===== src/rtl/mux_scan_ctrl_pkg.sv =====
// rtl/mux_scan_ctrl_pkg.sv - shared constants, state type and helpers for the mux channel scanner
package mux_scan_ctrl_pkg;

    localparam int NUM_CH = 4;
    localparam int SEL_W  = 2;

    typedef enum logic {
        IDLE = 1'b0,
        SCAN = 1'b1
    } state_t;

    // Index of the lowest set bit; returns 0 for an empty mask.
    function automatic logic [SEL_W-1:0] lowest_set(input logic [NUM_CH-1:0] mask);
        logic [SEL_W-1:0] idx;
        idx = '0;
        for (int i = NUM_CH - 1; i >= 0; i--) begin
            if (mask[i]) begin
                idx = SEL_W'(i);
            end
        end
        return idx;
    endfunction

endpackage


===== src/rtl/mux_scan_ctrl_next_chan.sv =====
// rtl/mux_scan_ctrl_next_chan.sv - next enabled channel strictly above cur, wrapping 3->0
//
// Ports:
//   mask  in  4  latched channel enable mask
//   cur   in  2  currently selected channel
//   nxt   out 2  next enabled channel after cur (cur itself if it is the only one)
//   wrap  out 1  nxt <= cur, i.e. the search wrapped and a frame completes
module scan_next_chan
    import mux_scan_ctrl_pkg::*;
(
    input  logic [NUM_CH-1:0] mask,
    input  logic [SEL_W-1:0]  cur,
    output logic [SEL_W-1:0]  nxt,
    output logic              wrap
);

    logic [SEL_W-1:0] idx;
    logic             found;

    // Walk offsets 1..3 from cur; the 2-bit add wraps naturally. If nothing
    // else is enabled, the channel repeats itself and that still counts as a wrap.
    always_comb begin
        nxt   = cur;
        wrap  = 1'b1;
        found = 1'b0;
        idx   = '0;
        for (int i = 1; i < NUM_CH; i++) begin
            idx = cur + SEL_W'(i);
            if (!found && mask[idx]) begin
                found = 1'b1;
                nxt   = idx;
                wrap  = (idx < cur);
            end
        end
    end

endmodule


===== src/rtl/mux_scan_ctrl.sv =====
// rtl/mux_scan_ctrl.sv - round-robin select generator and sampler for the 4:1 mux
//
// Ports:
//   clk, rst_n          clock, synchronous active-low reset
//   en                  scan enable; dropping it while busy aborts the scan
//   start               one-cycle scan request
//   single_shot         1: one frame then stop; 0: continuous (sampled with start)
//   chan_mask[3:0]      channel enables, re-latched at each frame boundary
//   y_in                mux output
//   s1, s0              mux select lines, straight from the select register
//   busy                high while scanning
//   sample_valid        one-cycle strobe qualifying sample_chan / sample_bit
//   sample_chan[1:0]    channel of the last sample
//   sample_bit          captured y_in
//   frame[3:0]          last completed frame, disabled channels read 0
//   frame_valid         one-cycle strobe, frame updated
module mux_scan_ctrl
    import mux_scan_ctrl_pkg::*;
#(
    parameter int DWELL = 4,
    parameter int CNT_W = 8
) (
    input  logic        clk,
    input  logic        rst_n,
    input  logic        en,
    input  logic        start,
    input  logic        single_shot,
    input  logic [3:0]  chan_mask,
    input  logic        y_in,
    output logic        s1,
    output logic        s0,
    output logic        busy,
    output logic        sample_valid,
    output logic [1:0]  sample_chan,
    output logic        sample_bit,
    output logic [3:0]  frame,
    output logic        frame_valid
);

    localparam logic [CNT_W-1:0] DWELL_M1 = CNT_W'(DWELL - 1);

    state_t              state_q, state_d;
    logic [SEL_W-1:0]    sel_q, sel_d;
    logic [CNT_W-1:0]    cnt_q, cnt_d;
    logic [NUM_CH-1:0]   mask_q, mask_d;
    logic                ss_q, ss_d;
    logic [NUM_CH-1:0]   shadow_q, shadow_d;
    logic [NUM_CH-1:0]   frame_q, frame_d;
    logic                fv_q, fv_d;
    logic                sv_q, sv_d;
    logic [SEL_W-1:0]    schan_q, schan_d;
    logic                sbit_q, sbit_d;
    logic [NUM_CH-1:0]   merged;
    logic [SEL_W-1:0]    nxt;
    logic                wrap;

    scan_next_chan u_next (
        .mask (mask_q),
        .cur  (sel_q),
        .nxt  (nxt),
        .wrap (wrap)
    );

    always_ff @(posedge clk) begin
        if (!rst_n) begin
            state_q  <= IDLE;
            sel_q    <= '0;
            cnt_q    <= '0;
            mask_q   <= '0;
            ss_q     <= 1'b0;
            shadow_q <= '0;
            frame_q  <= '0;
            fv_q     <= 1'b0;
            sv_q     <= 1'b0;
            schan_q  <= '0;
            sbit_q   <= 1'b0;
        end else begin
            state_q  <= state_d;
            sel_q    <= sel_d;
            cnt_q    <= cnt_d;
            mask_q   <= mask_d;
            ss_q     <= ss_d;
            shadow_q <= shadow_d;
            frame_q  <= frame_d;
            fv_q     <= fv_d;
            sv_q     <= sv_d;
            schan_q  <= schan_d;
            sbit_q   <= sbit_d;
        end
    end

    always_comb begin
        state_d  = state_q;
        sel_d    = sel_q;
        cnt_d    = cnt_q;
        mask_d   = mask_q;
        ss_d     = ss_q;
        shadow_d = shadow_q;
        frame_d  = frame_q;
        fv_d     = 1'b0;
        sv_d     = 1'b0;
        schan_d  = schan_q;
        sbit_d   = sbit_q;

        // Shadow with the bit being sampled this edge already folded in.
        merged         = shadow_q;
        merged[sel_q]  = y_in;

        if (state_q == IDLE) begin
            if (start && en && (chan_mask != '0)) begin
                state_d  = SCAN;
                mask_d   = chan_mask;
                ss_d     = single_shot;
                sel_d    = lowest_set(chan_mask);
                cnt_d    = '0;
                shadow_d = '0;
            end
        end else begin
            if (!en) begin
                state_d = IDLE;
                sel_d   = '0;
            end else if (cnt_q != DWELL_M1) begin
                cnt_d = cnt_q + 1'b1;
            end else begin
                sv_d    = 1'b1;
                schan_d = sel_q;
                sbit_d  = y_in;
                cnt_d   = '0;
                if (!wrap) begin
                    shadow_d = merged;
                    sel_d    = nxt;
                end else begin
                    frame_d  = merged;
                    fv_d     = 1'b1;
                    shadow_d = '0;
                    if (ss_q) begin
                        state_d = IDLE;
                        sel_d   = '0;
                    end else begin
                        // Mask edits only take effect here, at a frame boundary.
                        mask_d = chan_mask;
                        if (chan_mask == '0) begin
                            state_d = IDLE;
                            sel_d   = '0;
                        end else begin
                            sel_d = lowest_set(chan_mask);
                        end
                    end
                end
            end
        end
    end

    assign s1           = sel_q[1];
    assign s0           = sel_q[0];
    assign busy         = (state_q == SCAN);
    assign sample_valid = sv_q;
    assign sample_chan  = schan_q;
    assign sample_bit   = sbit_q;
    assign frame        = frame_q;
    assign frame_valid  = fv_q;

endmodule


===== config.mk =====
export PLATFORM = sky130hd
export DESIGN_NAME = mux_scan_ctrl
export DESIGN_NICKNAME = d
export VERILOG_FILES = /design/src/rtl/mux_scan_ctrl_pkg.sv /design/src/rtl/mux_scan_ctrl_next_chan.sv /design/src/rtl/mux_scan_ctrl.sv
export SDC_FILE = /design/constraint.sdc
export NUM_CORES = 1
export LEC_CHECK = 0
export BUFFER_PORTS_ARGS = -buffer_cell sky130_fd_sc_hd__buf_2
export CORE_UTILIZATION = 35
export DETAILED_ROUTE_END_ITERATION = 10
export GPL_ROUTABILITY_DRIVEN = 1
export PLACE_DENSITY = 0.62
export SLEW_MARGIN = 25
export SYNTH_ARGS = -nofsm -noshare
export SYNTH_HDL_FRONTEND = slang
export SYNTH_SLANG_ARGS = --single-unit

===== constraint.sdc =====
create_clock -name clk -period 8.4 [get_ports clk]
set_clock_uncertainty 0.15 [all_clocks]
set_input_delay 0.84 -clock clk [delete_from_list [all_inputs] [get_ports clk]]
set_output_delay 0.84 -clock clk [all_outputs]
set_load 0.05 [all_outputs]

After elaboration in Yosys (flattened, before gate mapping)
Cells that the tools add are included.
Storage, ports and cells
  input bits: 10
  register bits after elaboration: 29
  word-level logic and storage cells: 105
Operators by class
  $add $sub $neg: 4
  $lt $le $gt $ge: 8
  equal/unequal tests: 7
  reductions and logical operators: 19
  mux-type cells: 52
  bitwise logic cells: 4
Operators by type and width (count)
  $mux 4: 11
  $mux 8: 4
  $mux 2: 14
  $mux 1: 18
  $lt 2x3->1 const B: 4
  $reduce_and 3->1: 4
  $add 8x1->8 const B: 1
  $ne 8x2->1 const B: 1
  $bmux 1 s2: 3
  $lt 2x2->1: 3
  $ne 2x2->1 const B: 3
  $ne 6x2->1 const B: 1
  $logic_and 1x1->1: 5
  $reduce_and 5->1: 1
  $add 2x2->2 const B: 2
  $bwmux 4: 1
  $logic_not 4->1: 1
  $not 1->1: 4
  $reduce_and 2->1: 2
  $reduce_and 4->1: 1
  $reduce_bool 4->1: 1
  $reduce_or 4->1: 1
  $ne 3x3->1 const B: 1
  $add 2x1->2 const B: 1
  5 further kinds: 6

Depth between registers and ports, before layout
  word-level depth: 14
  depth in mapped cells: 10
  mapped depth without buffers: 8

By module
From an unflattened synthesis, not the netlist that was laid out.
Second synthesis, totals
  cell total of the unflattened synthesis: 192
  area, all modules: 1652.8 um2
By module, submodules not included
  mux_scan_ctrl: cells an instance 160, area each 1410.1 um2, times used 1
  scan_next_chan: cells an instance 32, area each 242.7 um2, times used 1

Worst setup path after synthesis
OpenSTA, ideal clock, no wires.
  kind: register -> register
  from: register sel_q[0]
  to: register state_q, in the netlist busy
  stages on the path, launching flop included: 9
  data arrival time: 2847 ps
  data required time: 8135 ps
  path slack: 5289 ps
  library setup time: 115 ps
  buffers on the path: 1
  cells stage by stage: dfxtp_1 buf_2 inv_1 ha_1 mux4_2 a211oi_4 nor2_2 o311a_1 o21a_1
On the way
  longest elaborated chain between the ends: 14
  elaborated cells between the ends (all ways): 25
  classes of those cells: add/sub (3); order compare (3); mux (15); reduce/logical (4)
RTL lines
  from (decl): line mux_scan_ctrl.sv:43  | logic [SEL_W-1:0] sel_q, sel_d;
  from (signal assigned): line mux_scan_ctrl.sv:79  | sel_q <= sel_d;
  $add 2x1->2: line mux_scan_ctrl_next_chan.sv:28  | idx = cur + SEL_W'(i);
  $bmux 1 s2: line mux_scan_ctrl_next_chan.sv:29  | if (!found && mask[idx]) begin
  $mux 1 (implied by the code): line mux_scan_ctrl_next_chan.sv:29
  $mux 1: line mux_scan_ctrl_next_chan.sv:29
  $logic_not 1->1: line mux_scan_ctrl_next_chan.sv:29
  $logic_and 1x1->1: line mux_scan_ctrl_next_chan.sv:29
  $mux 1: line mux_scan_ctrl_next_chan.sv:29
  $logic_not 1->1: line mux_scan_ctrl_next_chan.sv:29
  $logic_and 1x1->1: line mux_scan_ctrl_next_chan.sv:29
  $mux 1 *: line mux_scan_ctrl_next_chan.sv:29
  $mux 1 *: line mux_scan_ctrl.sv:129  | if (!wrap) begin
  $mux 1 *: line mux_scan_ctrl.sv:122  | end else if (cnt_q != DWELL_M1) begin
  $mux 1 *: line mux_scan_ctrl.sv:119  | if (!en) begin
  $mux 1 *: line mux_scan_ctrl.sv:109  | if (state_q == IDLE) begin
  to (signal assigned): line mux_scan_ctrl.sv:78  | state_q <= state_d;
  to (decl): line mux_scan_ctrl.sv:42  | state_t state_q, state_d;
Every way passes the cells marked *; elsewhere a longest branch is shown, timed or not. The select of a mux whose other input is x is not followed.
A chain may end at the register's enable or synchronous reset.

Worst setup path after layout
  from: register sel_q[0]
  to: register frame_q[1], in the netlist frame[1]
On the way
  longest elaborated chain between the ends: 11
  elaborated cells between the ends (all ways): 28
  classes of those cells: add/sub (3); order compare (5); mux (14); reduce/logical (6)
RTL lines
  $add 2x1->2: line mux_scan_ctrl_next_chan.sv:28
  $bmux 1 s2: line mux_scan_ctrl_next_chan.sv:29
  $mux 1 (implied by the code): line mux_scan_ctrl_next_chan.sv:29
  $mux 1: line mux_scan_ctrl_next_chan.sv:29
  $logic_not 1->1: line mux_scan_ctrl_next_chan.sv:29
  $logic_and 1x1->1: line mux_scan_ctrl_next_chan.sv:29
  $mux 1: line mux_scan_ctrl_next_chan.sv:29
  $logic_not 1->1: line mux_scan_ctrl_next_chan.sv:29
  $logic_and 1x1->1: line mux_scan_ctrl_next_chan.sv:29
  $mux 1: line mux_scan_ctrl_next_chan.sv:29
  $reduce_and 4->1 (no line)
  to (signal assigned): line mux_scan_ctrl.sv:84  | frame_q <= frame_d;
  to (decl): line mux_scan_ctrl.sv:48  | logic [NUM_CH-1:0] frame_q, frame_d;
Parallel ways exist; a longest one is shown, timed or not. The select of a mux whose other input is x is not followed.

==> results.txt <==
Status: finished, final reports clean
Hold_ws: 0.298 ns
GP Congestion: 0.778
Ys flop type: dfxtp_1
Critical Path Start Type: flop
IO Port Bufs: 21
Met3 WL: 100 µm
Clock latency on the worst-skew pair: 0.27 ns
Fin cells: 253
RSZ-0062 raised after global routing: false
WL/cell: 12.8 µm
Max-slew violations: 0
P_leak: 0.814 nW
Mapped Cells: 180
Post-CTS Setup Bufs: 0
Die X: 70.4 µm
Via/cell ratio: 5.24
Fin nets: 215
Tmin final: 2.97 ns
Async S/R FF share, synth: 0%
Synth warn: 0
Distinct cells, synth: 45
Final setup violation count: 0
Layout area overhead: 15.1%
Core area: 0.00441 mm²
GRT Total Usage: 14.6%
Synth top area share: 35.4%
Area post-placement: 0.00177 mm²
Max frequency: 337 MHz
Post-synthesis sequential area ratio: 35.4%
Highest ir drop seen on vdd: 0.0754 mV
Syn nets: 195
Min-delay worst type: flop to flop
GRT Residual Overflow: 0
CTS Hold Buffers Added: 0
CP required: 8.41 ns
PostCTS Resize Cnt: 0
I/O pin count: 22
Final hold violations: 0
Max_cap viols: 0
Placed insts: 245
Synth area leaders: dfxtp_1 (35%), mux2i_1 (7.3%), nor2b_1 (4.6%), ha_1 (3.8%), nand2_1 (3.4%)
Total die area: 0.00496 mm²
Most common cell in the synthesized netlist: dfxtp_1
CTS HTree Levels: 2
CTS buffer count: 5
Pre-CTS setup slack: 5.43 ns
R2R setup slack: 5.43 ns
Floorplan row count: 24
Post-synth EDFFs: 0
Sink Count: 29
CP endpoint kind: flop
Mapped Area: 0.00164 mm²
Max Root-Sink Buffers: 2
Worst setup margin: 5.43 ns
DR iter-0 viols: 39
Slew headroom: 58.6%
TritonRoute pass-1 iters: 4
Slew @ Worst Pin: 0.617 ns
Initial Utilization: 37.1%
Share of layout cells above drive strength 1: 18.9%
Syn avg cell area: 9.10 µm²
Post-Layout Inst Area: 0.00189 mm²
DR WL met2: 1430 µm
Worst-path clk slew: 0.06 ns
Crit Path Max Fanout: 14
CTS tree: done
Initial antenna violation count: 0
Diode count: 0
Yosys reg bits: 29
Yosys top cell by area: dfxtp_1
Drt total wl: 3240 µm
Highest Signal Layer: met4
Filler cell count: 466
Root buf cell: clkbuf_8
Setup Total Neg Slack: 0 ns
Pwr/cell area: 180 mW/mm²
Final ANT Viol Nets: 0
Tcrit/Tclk final: 35.3%
Largest net degree at the start of global routing: 24
Worst Reg-to-Reg Cells: 7
WL met1: 1640 µm
First-pass GRT wire length: 5740 µm
Most instantiated cells after synthesis: dfxtp_1 (29), nand2_1 (15), nor2_1 (14)
Die Span Y: 70.4 µm
CP Class: flop to flop
HPWL Detailed: 2330 µm
# DRC: 0
Vias in the first global route: 1227
Detailed-route via count: 1326
Arrival @ worst endpoint: 2.98 ns
Hold Path Cell Cnt: 2
kinds of logic after synthesis:
logic type | Yosys count | synth area share [%]
AO/OA/AOI/OAI | 39 | 17.0
XOR/XNOR | 7 | 3.74
adder cells (fa/ha/maj) | 5 | 3.82
buffers and inverters | 11 | 3.06
flip-flops | 29 | 35.4
multiplexers | 17 | 13.3
AND/OR/NAND/NOR | 72 | 23.7
worst max-delay path: stages (launching register included):
cell	delay (ns)
dfxtp_1	0.63
inv_1	0.13
ha_1	0.37
mux4_2	0.59
a211oi_4	0.36
o21a_1	0.37
nand2_1	0.12
o211a_1	0.14
cell usage in the layout (no fill, tap or decap), types with 2 or more instances in the layout:
| cell | n |
|---|---|
| a21boi_1 | 5 |
| a21oi_1 | 7 |
| and2_1 | 2 |
| and3_1 | 4 |
| buf_2 | 21 |
| clkbuf_8 | 6 |
| dfxtp_1 | 29 |
| ha_1 | 5 |
| inv_1 | 3 |
| mux2_2 | 2 |
| mux2i_1 | 12 |
| mux4_1 | 2 |
| nand2_1 | 15 |
| nand3_1 | 4 |
| nand4_1 | 3 |
| nor2_1 | 14 |
| nor2b_1 | 12 |
| nor3_1 | 3 |
| nor3b_1 | 2 |
| nor4_1 | 3 |
| o211a_1 | 4 |
| o21a_1 | 2 |
| o21ai_0 | 10 |
| o311a_1 | 2 |
| or3_1 | 3 |
| xnor2_1 | 2 |
| xor2_1 | 5 |
per-stage QoR:
step	power (mW)	utilization, %
2_1_floorplan	0.184	-
3_3_place_gp	0.194	40.1
3_5_place_dp	0.195	40.1
4_1_cts	0.344	42.7
5_1_grt	0.357	42.7
6_report	0.340	42.7
power breakdown:
group	switching (mW)	total, mW	internal (mW)	leakage [nW]
Combinational	0.0260	0.0450	0.0189	0.520
Clock	0.0518	0.148	0.0966	0.0585
Sequential	0.00606	0.146	0.140	0.235
Total	0.0839	0.340	0.256	0.814
cell type report:
| cell class | instances | area [µm²] | area share (%) |
|---|---|---|---|
| clock buffer | 7 | 86.3 | 4.58 |
| clock inverter | 1 | 30.0 | 1.59 |
| inverter | 3 | 11.3 | 0.597 |
| multi-input combinational | 140 | 1010 | 53.4 |
| sequential | 29 | 581 | 30.8 |
| tap | 52 | 65.1 | 3.45 |
| timing repair buffer | 21 | 105 | 5.57 |
flip-flops by register name (all words and copies together), names as in the netlist:
| name | count |
|---|---|
| ss_q | 1 |
| busy | 1 |
| shadow_q | 4 |
| sample_valid | 1 |
| cnt_q | 8 |
| frame | 4 |
| sample_bit | 1 |
| mask_q | 4 |
| sample_chan | 2 |
| frame_valid | 1 |
| sel_q | 2 |
routing by layer:
| metal | track usage [%] | vias up |
|---|---|---|
| met1 | 19.0 | 620 |
| met5 | 0 | - |
| met3 | 3.03 | 4 |
| met2 | 22.4 | 18 |
| met4 | 8.00 | 0 |
| li1 | - | 684 |
worst paths after layout:
| kind | from | to |
|---|---|---|
| setup / recovery | sel_q[0]$_SDFFE_PN0P_ | frame[1]$_SDFFE_PN0P_ |
| hold / removal | shadow_q[1]$_SDFFE_PN0P_ | shadow_q[1]$_SDFFE_PN0P_ |
| setup reg to reg | sel_q[0]$_SDFFE_PN0P_ | frame[1]$_SDFFE_PN0P_ |
| hold reg to reg | shadow_q[1]$_SDFFE_PN0P_ | shadow_q[1]$_SDFFE_PN0P_ |
Power figures use the tool's default switching activity.
